<file path="src/rtl/sctr_lsu.sv">
// sctr_lsu: load/store unit bridging a single-issue pipeline to an ICB bus.
// Posted stores, blocking loads with lane extraction, killable in flight, with a bus timeout.
module sctr_lsu #(
   parameter int AW    = 32,
   parameter int DW    = 32,
   parameter int TO_W  = 8,
   parameter bit TO_EN = 1
)(
   input  logic            clk,
   input  logic            rst_n,
   input  logic            req_valid,
   input  logic            req_we,
   input  logic [AW-1:0]   req_addr,
   input  logic [DW-1:0]   req_wdata,
   input  logic [DW/8-1:0] req_wmask,
   input  logic [1:0]      req_size,
   input  logic            req_signed,
   input  logic            kill_i,
   output logic            done_o,
   output logic            hold_o,
   output logic [DW-1:0]   rdata_o,
   output logic            misalign_o,
   output logic            err_o,
   output logic            timeout_o,
   output logic [AW-1:0]   err_addr_o,
   output logic            icb_cmd_valid,
   input  logic            icb_cmd_ready,
   output logic [AW-1:0]   icb_cmd_addr,
   output logic            icb_cmd_read,
   output logic [DW-1:0]   icb_cmd_wdata,
   output logic [DW/8-1:0] icb_cmd_wmask,
   input  logic            icb_rsp_valid,
   output logic            icb_rsp_ready,
   input  logic            icb_rsp_err,
   input  logic [DW-1:0]   icb_rsp_rdata
);
   localparam int MW = DW/8;
   localparam int OW = $clog2(MW);
   typedef enum logic [1:0] {IDLE, CMD, RSP} state_t;
   state_t          state, state_n;
   logic [AW-1:0]   addr_q, err_addr_q;
   logic [DW-1:0]   wdata_q;
   logic [MW-1:0]   wmask_q;
   logic [1:0]      size_q;
   logic            we_q, signed_q, killed_q;
   logic [TO_W-1:0] cnt;
   logic            idle, mis, issue, mis_req, killed, to_hit, ld_done;
   logic [DW-1:0]   sh, ext_b, ext_h, ext_w, fmt;
   assign idle    = (state == IDLE);
   assign mis     = (req_size == 2'd1 & req_addr[0]) |
                    (req_size == 2'd2 & |req_addr[1:0]) |
                    (req_size == 2'd3 & ((DW == 32) | |req_addr[2:0]));
   assign issue   = rst_n & idle & req_valid & ~kill_i & ~mis;
   assign mis_req = rst_n & idle & req_valid & ~kill_i & mis;
   assign killed  = killed_q | kill_i;
   // Fires on the cycle whose increment would make the counter all-ones.
   assign to_hit  = TO_EN & ~idle & (cnt == {{(TO_W-1){1'b1}}, 1'b0});
   assign ld_done = (state == RSP) & icb_rsp_valid & ~killed;
   assign icb_cmd_addr  = {(idle ? req_addr[AW-1:OW] : addr_q[AW-1:OW]), {OW{1'b0}}};
   assign icb_cmd_read  = ~(idle ? req_we : we_q);
   assign icb_cmd_wdata = idle ? req_wdata : wdata_q;
   assign icb_cmd_wmask = idle ? req_wmask : wmask_q;
   assign icb_rsp_ready = 1'b1;
   assign misalign_o    = mis_req;
   assign err_addr_o    = err_addr_q;
   assign hold_o        = rst_n & ((req_valid & ~done_o & ~misalign_o) | ~idle);
   assign sh      = icb_rsp_rdata >> {addr_q[OW-1:0], 3'b000};
   assign ext_b   = signed_q ? DW'($signed(sh[7:0]))  : DW'(sh[7:0]);
   assign ext_h   = signed_q ? DW'($signed(sh[15:0])) : DW'(sh[15:0]);
   assign ext_w   = signed_q ? DW'($signed(sh[31:0])) : DW'(sh[31:0]);
   assign fmt     = size_q == 2'd0 ? ext_b : size_q == 2'd1 ? ext_h : size_q == 2'd2 ? ext_w : sh;
   assign rdata_o = ld_done ? fmt : '0;
   always_comb begin
      state_n       = state;
      done_o        = 1'b0;
      err_o         = 1'b0;
      timeout_o     = 1'b0;
      icb_cmd_valid = 1'b0;
      case (state)
         IDLE: begin
            icb_cmd_valid = issue;
            if (issue) begin
               if (!icb_cmd_ready) state_n = CMD;
               else if (req_we) done_o = 1'b1;
               else state_n = RSP;
            end
         end
         CMD: begin
            icb_cmd_valid = 1'b1;
            if (icb_cmd_ready) begin
               state_n = we_q ? IDLE : RSP;
               done_o  = we_q & ~killed;
            end else if (to_hit) begin
               state_n   = IDLE;
               done_o    = ~killed;
               timeout_o = ~killed;
            end
         end
         RSP: begin
            if (icb_rsp_valid) begin
               state_n = IDLE;
               done_o  = ~killed;
               err_o   = ~killed & icb_rsp_err;
            end else if (to_hit) begin
               state_n   = IDLE;
               done_o    = ~killed;
               timeout_o = ~killed;
            end
         end
         default: state_n = IDLE;
      endcase
   end
   always_ff @(posedge clk or negedge rst_n) begin
      if (!rst_n) begin
         state      <= IDLE;
         killed_q   <= 1'b0;
         cnt        <= '0;
         addr_q     <= '0;
         we_q       <= 1'b0;
         wdata_q    <= '0;
         wmask_q    <= '0;
         size_q     <= 2'd0;
         signed_q   <= 1'b0;
         err_addr_q <= '0;
      end else begin
         state    <= state_n;
         killed_q <= (state_n == IDLE) ? 1'b0 : killed;
         cnt      <= idle ? '0 : cnt + 1'b1;
         if (issue) begin
            addr_q   <= req_addr;
            we_q     <= req_we;
            wdata_q  <= req_wdata;
            wmask_q  <= req_wmask;
            size_q   <= req_size;
            signed_q <= req_signed;
         end
         if (mis_req) err_addr_q <= req_addr;
         else if (err_o | timeout_o) err_addr_q <= addr_q;
      end
   end
endmodule

</file>
<file path="config.mk">
export PLATFORM = sky130hd
export DESIGN_NAME = sctr_lsu
export DESIGN_NICKNAME = d
export VERILOG_FILES = /design/src/rtl/sctr_lsu.sv
export SDC_FILE = /design/constraint.sdc
export NUM_CORES = 1
export LEC_CHECK = 0
export ABC_AREA = 1
export BUFFER_PORTS_ARGS = -buffer_cell sky130_fd_sc_hd__buf_4
export CAP_MARGIN = 0
export CORE_ASPECT_RATIO = 1.75
export CORE_MARGIN = 2
export CORE_UTILIZATION = 45
export CTS_CLUSTER_SIZE = 8
export DETAILED_ROUTE_END_ITERATION = 8
export PLACE_DENSITY = 0.81
export SYNTH_ARGS = -nofsm -noshare
export SYNTH_HDL_FRONTEND = slang
export SYNTH_SLANG_ARGS = --single-unit
export TNS_END_PERCENT = 20
</file>
<file path="constraint.sdc">
create_clock -name clk -period 1.8 [get_ports clk]
set_clock_uncertainty 0.15 [all_clocks]
set_input_delay 0.36 -clock clk [delete_from_list [all_inputs] [get_ports clk]]
set_output_delay 0.36 -clock clk [all_outputs]
set_load 0.01 [all_outputs]
</file>
Word-level counts from Yosys, hierarchy flattened. Cells that the tools add are included. Widths: inputs -> output; s select.

Flip-flop bits (word level): 115. Bits of input ports: 111.

Bitwise logic cells: 27. Reduce and logical (&&, ||, !) cells: 5. $add $sub $neg: 1. Shift-type cells: 1. Mux-type cells: 34. Eq/ne operators: 7.

Operators by type and width (number): $mux 32 (8); $shr 32x5->32 (1); $mux 30 (1); $and 1x1->1 (15); $mux 2 (7); $mux 1 (12); $add 8x1->8 const B (1); $eq 8x8->1 const B (1); $mux 8 (1); $not 1->1 (7); $eq 2x1->1 const B (3); $eq 2x2->1 const B (3); $logic_not 2->1 (3); $pmux 2 s3 (1); $or 1x1->1 (5); $mux 4 (1); $pmux 1 s2 (2); $pmux 1 s3 (1); $reduce_bool 2->1 (1); $reduce_or 2->1 (1).

Longest topological paths before layout.
Depth after elaboration: 13. Gate-level depth with buffers: 12. Mapped depth without buffers: 12.

Least setup slack after synthesis. Ideal clock, no wire load.

Path kind: flip-flop to output port. From: register state[0]. To: output icb_cmd_addr[10]. Path buffers: 2. Stages on the path, launching flop included: 8. Setup slack: -0.247 ns. Data required time: 1.290 ns. Arrival time: 1.537 ns. Path through: dfrtp_1 -> inv_1 -> ha_1 -> inv_2 -> clkbuf_1 -> clkbuf_1 -> nand2_1 -> o21ai_0.

Longest elaborated chain between the ends: 2.

Ends and longest elaborated chain: from (decl) (RTL line 40) `state_t state, state_n;`; from (signal assigned) (RTL line 126) `state <= state_n;`; $logic_not 2->1 (RTL line 49) `assign idle = (state == IDLE);`; $mux 30 (RTL line 59) `assign icb_cmd_addr = {(idle ? req_addr[AW-1:OW] : addr_q[AW-1:OW]), {OW{1'b0}}};`; to (decl) (RTL line 28) `output logic [AW-1:0] icb_cmd_addr,`.

No other way between the ends.

Final worst setup path.
From: register state[0]. To: output rdata_o[7].

Longest elaborated chain between the ends: 4.

Ends and longest elaborated chain: $eq 2x2->1 (RTL line 58) `assign ld_done = (state == RSP) & icb_rsp_valid & ~killed;`; $and 1x1->1 (2 in series) (RTL line 58); $mux 32 (RTL line 72) `assign rdata_o = ld_done ? fmt : '0;`; to (decl) (RTL line 21) `output logic [DW-1:0] rdata_o,`.

No other way between the ends.

==> implementation parameters <==
Parameter                              Value

Clock tree
  Bufs on Longest Clock Path    2
  CTS H-Tree Depth    4
  Root cell of the clock tree    sky130_fd_sc_hd__clkbuf_16
  Clock buffer count from CTS    17
  Worst-path clk slew    50 ps
  Clock tree from TritonCTS    yes
  Skew-Pair Late Insertion Delay    400 ps
  CTS Sinks    115

Timing
  Post-route fraction of the period consumed by the critical path    1.38
  Measured slew at the worst slew-check pin    625 ps
  Final hold violation count    0
  Tightest slew margin relative to the limit    0.583
  RSZ-0062 raised after global routing    true
  Max-slew violations    0
  Min Tclk post-route    2490 ps
  Maximum achievable frequency    402 MHz
  Setup total negative slack    -71430 ps
  Worst setup slack after layout    -688 ps
  Worst hold slack after final layout    52.3 ps
  Count of final setup violators    212

Global routing
  First-pass GRT wire length    31700 microns
  Overflow left after global routing    0
  Initial antenna violation count    0
  Largest net degree at the start of global routing    117
  Via count of the first global-routing pass    6898
  Overall track demand over capacity in global routing    0.261

Worst setup path
  Kind of launch point of the worst setup path    flop
  Max incr delay on CP    390 ps
  Category of the most critical setup path    reg2out
  Family of cells with the greatest summed delay on the critical path    buffers and inverters
  CP required    1290 ps
  Endpoint class of the critical path    primary output
  R2r worst-path depth    13
  Cell with the largest stage delay on the worst path    sky130_fd_sc_hd__dfrtp_1
  Max Fanout on Critical Path    4
  Setup slack of the most critical reg-to-reg path    -410 ps
  Cells traversed along the worst timing path    inv_2 > ha_4 > nand2_8 > buf_4 > nor2_4 > inv_2 > nor2_1 > buf_4
  Critical path buffers and inverters    4
  WP depth    8
  R2r startpoint    state[0]$_DFF_PN0_
  CP Data Arrival Time    1980 ps
  Endpoint of the most critical register-to-register path    err_addr_o[22]$_DFFE_PN0P_

Final layout
  Nets    1310
  Final design utilization    0.711
  Area Overhead vs Synth    54.2%
  Inserted Diodes    0
  Fill cell count    1131
  Fraction of layout cells with a size suffix above 1    0.358

Pwr
  Cell leakage power    5.16 nW
  Sum of internal, switching and leakage power    15.4 mW
  Worst supply voltage drop on vdd    0.854 mV
  Power density over cell area    1550 mW/mm^2

Run
  Number of violations of the max-capacitance limit    0

Synth
  Most area-consuming cells after synthesis    sky130_fd_sc_hd__dfrtp_1, sky130_fd_sc_hd__nand2_1, sky130_fd_sc_hd__o21ai_0, sky130_fd_sc_hd__inv_1, sky130_fd_sc_hd__nor2_1
  Count of flip-flops with a built-in enable after synthesis    0
  Post-synthesis instance total    909
  Total of warnings raised by yosys    0
  Number of distinct library cell variants in the gate-level netlist after synthesis    31
  List of most frequent post-synthesis cells    sky130_fd_sc_hd__nand2_1, sky130_fd_sc_hd__o21ai_0, sky130_fd_sc_hd__dfrtp_1, sky130_fd_sc_hd__inv_1, sky130_fd_sc_hd__nor2_1
  Top FF cell, synth    sky130_fd_sc_hd__dfrtp_1
  Mapped Avg Cell Area    7.10 sq um
  Flops & latches, synth    115
  Share of async-settable or async-resettable flops after synthesis    1.00
  Dominant cell by count in the synthesized netlist    sky130_fd_sc_hd__nand2_1
  Post-synthesis instance area    0.00645 sq mm
  Fraction of the yosys area taken by sequential cells    0.446
  Top cell type's share of synthesized area    0.446
  Biggest area consumer among synthesized cells    sky130_fd_sc_hd__dfrtp_1

Routing
  DRC violation count after routing    0
  Met3 wire len    1430 microns
  Vias per cell    5.16
  Routed Wire Length    20600 microns
  Overall via count from detail_route    7142
  Number of antenna-violating nets in the routed design    0
  First-iteration detailed-routing DRC count    437
  Drt first pass iters    5
  Routed wire length per instance    14.9 microns
  Highest routing layer actually used    met4
  Met1 wire length    7160 microns
  Met2 WL post-DR    11000 microns

Min path
  Tightest Hold Check Type    in2async

Placement
  Global placement routability congestion    0.965
  Placed wire-length estimate after detailed placement    14200 microns
  Pre-CTS setup slack    -291 ps
  Number of buffers inserted by port buffering    247

Floorplanning
  Count of boundary I/O pins    251
  Initial core utilization    0.461
  Die Wd    94.5 microns
  Area of the die    0.0153 sq mm
  Die height    162 microns
  Standard-cell row count    57
  Placeable core area    0.0140 sq mm

Outcome
  Failing checks    negative setup slack
  Run status    complete, but fails checks
stage by stage:
| stage | cell area [sq um] | std cells |
|---|---|---|
| 6_report | 9940 | 1383 |
| 5_1_grt | 9940 | 1383 |
| 4_1_cts | 9750 | 1374 |
| 3_5_place_dp | 8920 | 1333 |
| 3_3_place_gp | 8920 | 1333 |
| 2_1_floorplan | 6610 | 910 |
power breakdown:
group	switching [mW]	internal (mW)	leakage [nW]
Sequential	0.794	3.82	1.43
Clock	1.26	1.91	0.278
Combinational	4.07	3.58	3.45
per-layer routing:
| metal | vias up | GRT usage |
|---|---|---|
| met2 | 309 | 0.473 |
| met4 | 0 | 0.139 |
| met5 | - | 0 |
| li1 | 3464 | - |
| met1 | 3297 | 0.276 |
| met3 | 72 | 0.0583 |
cells in the final DEF (no fill, tap or decap), types with 20 or more instances in the layout:
master	n
sky130_fd_sc_hd__buf_6	30
sky130_fd_sc_hd__inv_1	95
sky130_fd_sc_hd__nand2_1	269
sky130_fd_sc_hd__buf_4	282
sky130_fd_sc_hd__nor2_1	57
sky130_fd_sc_hd__nor2_4	20
sky130_fd_sc_hd__a31oi_1	39
sky130_fd_sc_hd__o21ai_0	111
sky130_fd_sc_hd__o21ai_1	49
sky130_fd_sc_hd__dfrtp_1	115
cell families after synthesis:
kind of cell,Yosys count,synth area share
compound gates,233,0.197
xor+xnor,2,0.00272
fa+ha+maj,6,0.0116
buf+inv,165,0.104
flops,115,0.446
other cells,2,0.00116
simple gates,386,0.237
layout make-up:
class / count / area, sq um / area share
Inverter: 106 / 400 / 0.0403
Clock buffer: 17 / 425 / 0.0428
Clock inverter: 15 / 133 / 0.0133
Multi-Input combinational cell: 631 / 3230 / 0.324
Timing Repair Buffer: 322 / 2660 / 0.267
Tap cell: 177 / 221 / 0.0223
Sequential cell: 115 / 2880 / 0.289
flip-flops by register name, summed over array words and instances (netlist names):
signal and count:
addr_q 32, err_addr_o 32, wdata_q 32, cnt 8, wmask_q 4, size_q 2, state 2, killed_q 1
signed_q 1, we_q 1
worst reg2reg max path: stages (launching register included):
cell and delay, ps:
sky130_fd_sc_hd__dfrtp_1 390, sky130_fd_sc_hd__inv_2 110, sky130_fd_sc_hd__ha_4 200, sky130_fd_sc_hd__nand2_8 70, sky130_fd_sc_hd__buf_4 140, sky130_fd_sc_hd__nor2_4 200, sky130_fd_sc_hd__inv_2 80, sky130_fd_sc_hd__nor2_4 110
sky130_fd_sc_hd__buf_6 100, sky130_fd_sc_hd__nor2_2 40, sky130_fd_sc_hd__nand2_4 90, sky130_fd_sc_hd__buf_12 200, sky130_fd_sc_hd__nor2_1 80, sky130_fd_sc_hd__a31oi_1 160
worst max path at each step:
| stage | startpoint | end | slack [ps] |
|---|---|---|---|
| 6_report | state[0]$_DFF_PN0_ | rdata_o[7] | -690 |
| 5_1_grt | addr_q[0]$_DFFE_PN0N_ | rdata_o[17] | -720 |
| 4_1_cts | state[1]$_DFF_PN0_ | hold_o | -660 |
| 3_5_place_dp | state[0]$_DFF_PN0_ | rdata_o[8] | -290 |
| 3_3_place_gp | state[0]$_DFF_PN0_ | rdata_o[15] | -270 |
| 2_1_floorplan | state[0]$_DFF_PN0_ | err_addr_o[22]$_DFFE_PN0P_ | -60 |
repair_timing:
item | CTS | global route
setup buffers | 8 | 8
endpoints found under the hold margin | 0 | 0
resized for setup | 84 | 53
hold buffers | 0 | 0
gates cloned | 1 | 1
endpoints found under the setup margin | 192 | 212
pin swaps | 12 | 17
Power figures use the tool's default switching activity.
